===== config.mk =====
export PLATFORM = sky130hd
export DESIGN_NAME = pll_lock_sequencer
export DESIGN_NICKNAME = d
export VERILOG_FILES = /design/src/rtl/pll_lock_sequencer.sv
export SDC_FILE = /design/constraint.sdc
export NUM_CORES = 1
export LEC_CHECK = 0
export ABC_AREA = 1
export CAP_MARGIN = 10
export CORE_MARGIN = 5
export CORE_UTILIZATION = 35
export CTS_CLUSTER_DIAMETER = 200
export DETAILED_ROUTE_END_ITERATION = 8
export GPL_TIMING_DRIVEN = 0
export SYNTH_ARGS = -nofsm -noshare
export SYNTH_HDL_FRONTEND = slang
export SYNTH_SLANG_ARGS = --single-unit

===== constraint.sdc =====
create_clock -name clk_i -period 1.8 [get_ports clk_i]
set_input_delay 0.36 -clock clk_i [delete_from_list [all_inputs] [get_ports clk_i]]
set_output_delay 0.36 -clock clk_i [all_outputs]
set_load 0.01 [all_outputs]

===== src/rtl/pll_lock_sequencer.sv =====
// PLL lock handshake sequencer: synchronizes LOCKED, qualifies it, pulses the PLL reset on timeout.
// Optional lock-loss / timeout event counters are built when LOCK_SEQ_STATUS_EN is defined.
module pll_lock_sequencer #(
  parameter int SYNC_STAGES    = 2,
  parameter int PLL_RST_CYCLES = 16,
  parameter int STABLE_CYCLES  = 1024,
  parameter int TIMEOUT_CYCLES = 65536,
  parameter int CNT_W          = 8
) (
  input  logic             clk_i,
  input  logic             rst_i,
  input  logic             locked_i,
  output logic             pll_rst_o,
  output logic             rst_o,
  output logic             ready_o,
  output logic [CNT_W-1:0] loss_cnt_o,
  output logic [CNT_W-1:0] timeout_cnt_o
);

  localparam int MAX_AB  = (PLL_RST_CYCLES > STABLE_CYCLES) ? PLL_RST_CYCLES : STABLE_CYCLES;
  localparam int MAX_CYC = (MAX_AB > TIMEOUT_CYCLES) ? MAX_AB : TIMEOUT_CYCLES;
  localparam int CW      = (MAX_CYC > 1) ? $clog2(MAX_CYC) : 1;

  localparam logic [CW-1:0] PLL_RST_LAST = CW'(PLL_RST_CYCLES - 1);
  localparam logic [CW-1:0] STABLE_LAST  = CW'(STABLE_CYCLES - 1);
  localparam logic [CW-1:0] TIMEOUT_LAST = CW'(TIMEOUT_CYCLES - 1);
  localparam logic [CW-1:0] CNT_ONE      = CW'(32'd1);

  typedef enum logic [1:0] {
    ST_PLL_RESET = 2'd0,
    ST_WAIT_LOCK = 2'd1,
    ST_STABLE    = 2'd2,
    ST_RUN       = 2'd3
  } state_t;

  logic [SYNC_STAGES-1:0] sync_r;
  logic                   lock_s;
  state_t                 state_r;
  state_t                 state_nxt_s;
  logic [CW-1:0]          cnt_r;
  logic [CW-1:0]          cnt_nxt_s;
  logic                   pll_rst_r;
  logic                   rst_r;
  logic                   ready_r;
  logic                   pll_rst_d_s;
  logic                   rst_d_s;
  logic                   ready_d_s;

  // LOCKED synchronizer chain; only its last stage is used for decisions
  always_ff @(posedge clk_i) begin
    if (rst_i) begin
      sync_r <= {SYNC_STAGES{1'b0}};
    end else begin
      sync_r <= {sync_r[SYNC_STAGES-2:0], locked_i};
    end
  end

  assign lock_s = sync_r[SYNC_STAGES-1];

  // State, shared cycle counter and output flops (outputs follow the next-state decode)
  always_ff @(posedge clk_i) begin
    if (rst_i) begin
      state_r   <= ST_PLL_RESET;
      cnt_r     <= {CW{1'b0}};
      pll_rst_r <= 1'b1;
      rst_r     <= 1'b1;
      ready_r   <= 1'b0;
    end else begin
      state_r   <= state_nxt_s;
      cnt_r     <= cnt_nxt_s;
      pll_rst_r <= pll_rst_d_s;
      rst_r     <= rst_d_s;
      ready_r   <= ready_d_s;
    end
  end

  // Next-state decode; a loss in RUN only re-enters WAIT_LOCK so the PLL may relock unaided
  always_comb begin
    state_nxt_s = state_r;
    case (state_r)
      ST_PLL_RESET: begin
        if (cnt_r == PLL_RST_LAST) state_nxt_s = ST_WAIT_LOCK;
        else                       state_nxt_s = ST_PLL_RESET;
      end
      ST_WAIT_LOCK: begin
        if (lock_s)                     state_nxt_s = ST_STABLE;
        else if (cnt_r == TIMEOUT_LAST) state_nxt_s = ST_PLL_RESET;
        else                            state_nxt_s = ST_WAIT_LOCK;
      end
      ST_STABLE: begin
        if (!lock_s)                   state_nxt_s = ST_WAIT_LOCK;
        else if (cnt_r == STABLE_LAST) state_nxt_s = ST_RUN;
        else                           state_nxt_s = ST_STABLE;
      end
      ST_RUN: begin
        if (!lock_s) state_nxt_s = ST_WAIT_LOCK;
        else         state_nxt_s = ST_RUN;
      end
      default: state_nxt_s = ST_PLL_RESET;
    endcase
  end

  // Output and counter decode from the next state
  always_comb begin
    pll_rst_d_s = (state_nxt_s == ST_PLL_RESET);
    rst_d_s     = (state_nxt_s != ST_RUN);
    ready_d_s   = (state_nxt_s == ST_RUN);
    if (state_nxt_s != state_r) begin
      cnt_nxt_s = {CW{1'b0}};
    end else begin
      cnt_nxt_s = cnt_r + CNT_ONE;
    end
  end

  assign pll_rst_o = pll_rst_r;
  assign rst_o     = rst_r;
  assign ready_o   = ready_r;

`ifdef LOCK_SEQ_STATUS_EN
  localparam logic [CNT_W-1:0] EVT_MAX = {CNT_W{1'b1}};
  localparam logic [CNT_W-1:0] EVT_ONE = CNT_W'(32'd1);

  logic             loss_evt_s;
  logic             timeout_evt_s;
  logic [CNT_W-1:0] loss_cnt_r;
  logic [CNT_W-1:0] timeout_cnt_r;

  assign loss_evt_s    = (state_r == ST_RUN) && !lock_s;
  assign timeout_evt_s = (state_r == ST_WAIT_LOCK) && !lock_s && (cnt_r == TIMEOUT_LAST);

  // Saturating event counters, cleared only by rst_i
  always_ff @(posedge clk_i) begin
    if (rst_i) begin
      loss_cnt_r    <= {CNT_W{1'b0}};
      timeout_cnt_r <= {CNT_W{1'b0}};
    end else begin
      if (loss_evt_s && (loss_cnt_r != EVT_MAX)) begin
        loss_cnt_r <= loss_cnt_r + EVT_ONE;
      end else begin
        loss_cnt_r <= loss_cnt_r;
      end
      if (timeout_evt_s && (timeout_cnt_r != EVT_MAX)) begin
        timeout_cnt_r <= timeout_cnt_r + EVT_ONE;
      end else begin
        timeout_cnt_r <= timeout_cnt_r;
      end
    end
  end

  assign loss_cnt_o    = loss_cnt_r;
  assign timeout_cnt_o = timeout_cnt_r;
`else
  assign loss_cnt_o    = {CNT_W{1'b0}};
  assign timeout_cnt_o = {CNT_W{1'b0}};
`endif

endmodule


==> load_flow_metrics.sql, run 1 <==
INSERT INTO impl_metrics (metric_group, metric, value, unit) VALUES
('status', 'outcome', 'completed', ''),
('sta', 'report.final.setup_viol', '0', ''),
('place', 'place_hpwl', '1.492', 'mm'),
('route', 'via_per_inst', '3.915', ''),
('global_route', 'met3_routing_resource_usage_after_global_routing', '0.04058', ''),
('final_layout', 'finish.instance_area', '0.001493', 'mm2'),
('route', 'num_vias', '924', ''),
('final_layout', 'drive_above_1_share', '0.2474', ''),
('sta', 'setup-tns-final', '0', 'ps'),
('place', 'placement.cell_area', '0.001396', 'mm2'),
('setup_path', 'path_depth', '12', ''),
('route', 'post-route-drc-count', '0', ''),
('die', 'die_area', '0.004808', 'mm2'),
('die', 'die_extent_in_x', '69.34', 'um'),
('yosys', 'post_synth_instance_area', '0.001232', 'mm2'),
('global_route', 'gr-max-usage-layer', 'met2', ''),
('setup_path', 'crit-reg2reg-launch', 'cnt_r[0]$_SDFF_PP0_', ''),
('clock_tree', 'ctsLongestPathBuffers', '2', ''),
('setup_path', 'timing.critical_path.required', '2080', 'ps'),
('yosys', 'syn_area_per_cell', '7.561', 'um2'),
('yosys', 'synth_compound_gate_area_share', '0.009137', ''),
('yosys', 'synth_top_family_by_area', 'simple AND/OR/NAND/NOR gates', ''),
('global_route', 'grt_antenna_before_repair', '0', ''),
('setup_path', 'critPathCapture', 'cnt_r[6]$_SDFF_PP0_', ''),
('yosys', 'ys_async_sr_fraction', '0', ''),
('yosys', 'synth_enable_flop_cells', '0', ''),
('setup_path', 'cpMaxStageDelayCell', 'dfxtp_2', ''),
('power', 'vdd_ir_drop_max', '307.0', 'uV'),
('yosys', 'yosys.area.top_type', 'dfxtp_1', ''),
('final_layout', 'filler_cell_count', '364', ''),
('global_route', 'overflow', '0', ''),
('sta', 'postLayoutSetupSlackWorst', '155.6', 'ps'),
('final_layout', 'n_antenna_cell', '0', ''),
('sta', 'rsz0062_at_grt', 'false', ''),
('power', 'power-per-cell-area', '578.5', 'mW/mm2'),
('yosys', 'ys_types', '21', ''),
('setup_path', 'path_buf_inv', '1', ''),
('clock_tree', 'clkTransAtPathRegs', '130', 'ps'),
('sta', 'timing.final.crit_period', '1644', 'ps'),
('setup_path', 'worstRegToRegCells', '12', ''),
('setup_path', 'worst_setup_path_category', 'reg -> reg', ''),
('place', 'dp_worst_setup_slack', '47.75', 'ps'),
('setup_path', 'r2r-end', 'cnt_r[6]$_SDFF_PP0_', ''),
('route', 'firstDrtPassIters', '5', ''),
('sta', 'clock-skew-final', '2.526', 'ps'),
('sta', 'final-hold-violation-count', '0', ''),
('min_path', 'min_path_type', 'reg -> reg', ''),
('setup_path', 'worstSetupEndpointType', 'register', ''),
('sta', 'final_max_slew_viol_count', '0', ''),
('flow_run', 'maxCapViolations', '0', ''),
('die', 'design.portCount', '22', ''),
('setup_path', 'ff2ff_setup_slack', '160', 'ps'),
('final_layout', 'areaGrowthSynthToFinish', '21.12', '%'),
('final_layout', 'most_common_cell_after_layout_fill_and_taps_aside', 'inv_1', ''),
('yosys', 'synth.mux.area_fraction', '0', ''),
('die', 'core_area', '0.003363', 'mm2'),
('yosys', 'synth_cells', '163', ''),
('clock_tree', 'cts-root-buf', 'clkbuf_4', ''),
('final_layout', 'sequential_cell_area', '462.9', 'um2'),
('setup_path', 'worst_path_largest_cell_delay', '380', 'ps'),
('yosys', 'simple_logic_cell_fraction_of_the_synthesized_area', '0.3188', ''),
('route', 'final_antenna_net_count', '0', ''),
('global_route', 'grt_max_degree', '15', ''),
('die', 'initial_utilization', '0.3664', ''),
('final_layout', 'final_cell_mix', 'inv_1 (26), nor2_1 (25), dfxtp_1 (21)', ''),
('clock_tree', 'cts_hold_repair.buffers', '0', ''),
('global_route', 'first_pass_grt_wire_length', '3.394', 'mm'),
('setup_path', 'worst_path_dominant_cell_family', 'simple AND/OR/NAND/NOR gates', ''),
('final_layout', 'multi_input_area', '614.3', 'um2'),
('die', 'std_cell_rows', '21', ''),
('setup_path', 'crit_path_max_fo', '6', '');
state kept, by name, summed over array words and instances, names as in the netlist:
register,flops
ready_o,1
cnt_r,16
state_r,2
pll_rst_o,1
rst_o,1
sync_r,2
where the power goes:
group | total [mW] | switching, mW | internal, mW
clock | 0.252 | 0.167 | 0.0850
sequential | 0.525 | 0.00704 | 0.518
combinational | 0.0865 | 0.0394 | 0.0472
total | 0.863 | 0.213 | 0.650
cell families (layout without fill, tap and decap cells):
logic type	Yosys count	after routing
fa+ha+maj	1	1
simple gates	79	79
other cells	1	16
flops	23	23
buf+inv	43	55
xor+xnor	14	14
compound gates	2	2
repair_timing:
action / CTS / global route
setup buffers: 0 / 2
endpoints found under the setup margin: 0 / 10
gates resized for setup: 0 / 7
Yosys cell counts, types with 2 or more instances:
cell type / number
nor3_1: 4
nor2_1: 26
xnor2_1: 4
nor2_2: 10
buf_4: 16
inv_1: 26
xor2_1: 10
nor2_4: 2
dfxtp_1: 23
nand3_1: 9
nand4_1: 2
nand2_1: 18
nand2_2: 5
layout make-up:
class | instances | share of cell area
timing repair buffer | 8 | 0.06035
clock inverter | 1 | 0.005029
multi-input combinational | 112 | 0.4116
clock buffer | 3 | 0.01509
sequential | 23 | 0.3101
inverter | 26 | 0.06538
tap | 46 | 0.03856
buffer | 17 | 0.09388
metal layers:
metal,share of wire,vias to the layer above
met5,0,-
li1,-,511
met3,0.062,4
met4,0.015,0
met1,0.49,389
met2,0.43,20
worst min path at each step:
stage,cells past startpoint,slack [ps],from,endpoint
global placement,2,390,sync_r[0]$_SDFF_PP0_,sync_r[1]$_SDFF_PP0_
finish,2,420,sync_r[0]$_SDFF_PP0_,sync_r[1]$_SDFF_PP0_
detailed placement,2,400,sync_r[0]$_SDFF_PP0_,sync_r[1]$_SDFF_PP0_
global route,1,470,cnt_r[0]$_SDFF_PP0_,cnt_r[0]$_SDFF_PP0_
floorplan,2,390,sync_r[0]$_SDFF_PP0_,sync_r[1]$_SDFF_PP0_
CTS,2,420,sync_r[0]$_SDFF_PP0_,sync_r[1]$_SDFF_PP0_
worst reg2reg max path: cells and delay by family, from the launching register on:
| kind | cells | cell delay (ps) |
|---|---|---|
| buf+inv | 1 | 200 |
| flops | 1 | 380 |
| simple gates | 10 | 870 |
| fa+ha+maj | 1 | 150 |
stage by stage:
| step | utilization | std cells | total power, mW | hold slack [ps] |
|---|---|---|---|---|
| 6_report | 0.4438 | 236 | 0.8635 | 417.4 |
| 5_1_grt | 0.4438 | 236 | 0.9108 | 465.8 |
| 4_1_cts | 0.4241 | 233 | 0.8651 | 417.0 |
| 3_5_place_dp | 0.4152 | 229 | 0.6067 | 398.7 |
| 3_3_place_gp | 0.4152 | 229 | 0.6062 | 390.3 |
| 2_1_floorplan | - | 178 | 0.5968 | 388.3 |
Note: power is estimated with default switching activity, not from simulation.
==> inputs of run 2 (changes only) <==
Settings changed: DONT_BUFFER_PORTS set to 1.
==> run 2 against run 1 <==
  * Routed wire length grew 1.7%
  * Sequential power is essentially flat
  * Non-clock buffer count shrank 2
  * Fmax shrank 3.2%
  * Final cell count shrank 0.85%
  * Clock skew grew 4.8 ps
  * Combinational power shrank 3.7%
  * Clock-buffer cell count is the same
  * Worst setup slack lost 54 ps
  * Largest cell class unchanged
  * Largest power group unchanged
==> load_flow_metrics.sql, run 2 (synthesis results as in run 1) <==
INSERT INTO impl_metrics (metric_group, metric, value, unit) VALUES
('place', 'port_buffer_cells', '0', ''),
('sta', 'timing.final.crit_period', '1698', 'ps'),
('global_route', 'gr_util_all_layers', '0.09014', ''),
('clock_tree', 'ctsLongestPathBuffers', '2', ''),
('global_route', 'grt_antenna_before_repair', '0', ''),
('final_layout', 'final_cell_mix', 'inv_1 (26), nor2_1 (25), buf_4 (21), dfxtp_1 (21), nand2_1 (18)', ''),
('sta', 'final_max_slew_viol_count', '0', ''),
('route', 'first_iter_violations', '35', ''),
('power', 'vdd_ir_drop_max', '538.8', 'uV'),
('setup_path', 'worst_setup_path_category', 'reg -> reg', ''),
('die', 'dieHeight', '69.34', 'um'),
('clock_tree', 'tritoncts_num_sinks', '23', ''),
('route', 'average_wire_per_cell_in_the_routed_design', '8.624', 'um'),
('setup_path', 'worstRegToRegCells', '12', ''),
('clock_tree', 'cts-root-buf', 'clkbuf_4', ''),
('final_layout', 'largest_register_ff_count', '16', ''),
('global_route', 'grt_max_degree', '15', ''),
('sta', 'hold-worst-slack', '83.86', 'ps'),
('die', 'std_cell_rows', '21', ''),
('die', 'die_area', '0.004808', 'mm2'),
('clock_tree', 'insertion_delay', '320', 'ps'),
('route', 'final_antenna_net_count', '0', ''),
('clock_tree', 'cts_tree', 'done', ''),
('power', 'cellLeakagePower', '0.6545', 'nW'),
('sta', 'report.final.setup_viol', '0', ''),
('power', 'power-per-cell-area', '585.8', 'mW/mm2'),
('setup_path', 'timing.critical_path.required', '2070', 'ps'),
('global_route', 'first_pass_grt_wire_length', '3.677', 'mm'),
('final_layout', 'drive_above_1_share', '0.2660', ''),
('status', 'outcome', 'completed', ''),
('global_route', 'overflow', '0', ''),
('setup_path', 'cp-start-kind', 'register', ''),
('die', 'core_area', '0.003363', 'mm2'),
('setup_path', 'worstSetupEndpointType', 'register', ''),
('clock_tree', 'cts.htree.levels', '1', ''),
('final_layout', 'top_regs', 'cnt_r x16, state_r x2, sync_r x2', ''),
('clock_tree', 'numCtsBuffers', '3', ''),
('route', 'post-route-drc-count', '0', ''),
('min_path', 'timing.hold.worst_path_depth', '1', ''),
('sta', 'setup-tns-final', '0', 'ps'),
('clock_tree', 'clkTransAtPathRegs', '130', 'ps'),
('final_layout', 'areaGrowthSynthToFinish', '18.88', '%'),
('route', 'finalWirelength', '2.018', 'mm'),
('route', 'firstDrtPassIters', '4', ''),
('final_layout', 'layout.nets', '193', ''),
('route', 'num_vias', '920', ''),
('sta', 'final-hold-violation-count', '0', ''),
('sta', 'timing.fmax', '588.9', 'MHz'),
('global_route', 'via_count_of_the_first_global_routing_pass', '888', ''),
('die', 'initial_utilization', '0.3664', ''),
('final_layout', 'n_antenna_cell', '0', ''),
('sta', 'post-route-period-util', '0.9434', ''),
('min_path', 'min_path_type', 'in -> reg', ''),
('route', 'via_per_inst', '3.932', ''),
('place', 'place_hpwl', '1.512', 'mm'),
('place', 'dp_worst_setup_slack', '51.34', 'ps'),
('die', 'design.portCount', '22', ''),
('sta', 'postLayoutSetupSlackWorst', '101.9', 'ps'),
('clock_tree', 'cts_hold_repair.buffers', '0', ''),
('setup_path', 'crit_path_max_fo', '5', ''),
('final_layout', 'most_common_cell_after_layout_fill_and_taps_aside', 'inv_1', ''),
('flow_run', 'maxCapViolations', '0', ''),
('final_layout', 'registers.top_by_ff_count', 'cnt_r', ''),
('die', 'die_extent_in_x', '69.34', 'um'),
('setup_path', 'crit_arrival', '1970', 'ps'),
('sta', 'clock-skew-final', '7.367', 'ps'),
('place', 'finalWeightedCongestion', '0.7742', '');
==> run 2: worst max-delay path: stages (launching register included) <==
cell       delay [ps]
dfxtp_2           390
ha_4              150
nand2_1            70
nor2_2            100
nand2_2           110
nor2_4            140
nand2_2            60
nand2_2            80
nand3_2            90
nand2_2            80
nand3_4           120
clkbuf_16         200
nor2_2             70
==> run 2: timing repair <==
item | 4_1_cts | 5_1_grt
setup endpoints to repair | 1 | 10
pin swaps | 0 | 2
buffers inserted | 0 | 5
cloned | 0 | 1
resized for setup | 1 | 6
==> run 2: power breakdown <==
| part | switching [mW] | internal, mW |
|---|---|---|
| Clock | 0.165 | 0.0850 |
| Combinational | 0.0385 | 0.0448 |
| Sequential | 0.00724 | 0.518 |
==> run 2: path summary, 6_finish.rpt <==
kind / from / slack [ps] / end
worst min-delay path: rst_i / 80 / sync_r[0]$_SDFF_PP0_
worst min register to register: sync_r[0]$_SDFF_PP0_ / 420 / sync_r[1]$_SDFF_PP0_
worst max-delay path: cnt_r[0]$_SDFF_PP0_ / 100 / cnt_r[3]$_SDFF_PP0_
worst max register to register: cnt_r[0]$_SDFF_PP0_ / 100 / cnt_r[3]$_SDFF_PP0_
==> run 2: final cells by class <==
class | count | area (um2)
flip-flops and latches | 23 | 462.9
plain buffers | 17 | 140.1
repair buffers | 6 | 62.56
clock buffers | 3 | 22.52
well taps | 46 | 57.56
inverters | 26 | 97.59
clock inverters | 1 | 7.507
fillers | 359 | 1898
multi-input cells | 112 | 614.3
==> run 2: stage by stage <==
stage | util | cell area (um2) | cells | power, mW
floorplan | - | 1289 | 178 | 0.5968
global placement | 0.4003 | 1346 | 224 | 0.6018
CTS | 0.4096 | 1378 | 228 | 0.8614
finish | 0.4356 | 1465 | 234 | 0.8582
global route | 0.4356 | 1465 | 234 | 0.9118
detailed placement | 0.4003 | 1346 | 224 | 0.6020
==> run 2: routing by layer <==
metal  GRT usage  up-vias  share of wire
li1            -      512              -
met2      0.1430       17           0.45
met5           0        -              0
met4     0.01735        0         0.0040
met1      0.1120      389           0.49
met3     0.04203        2          0.053
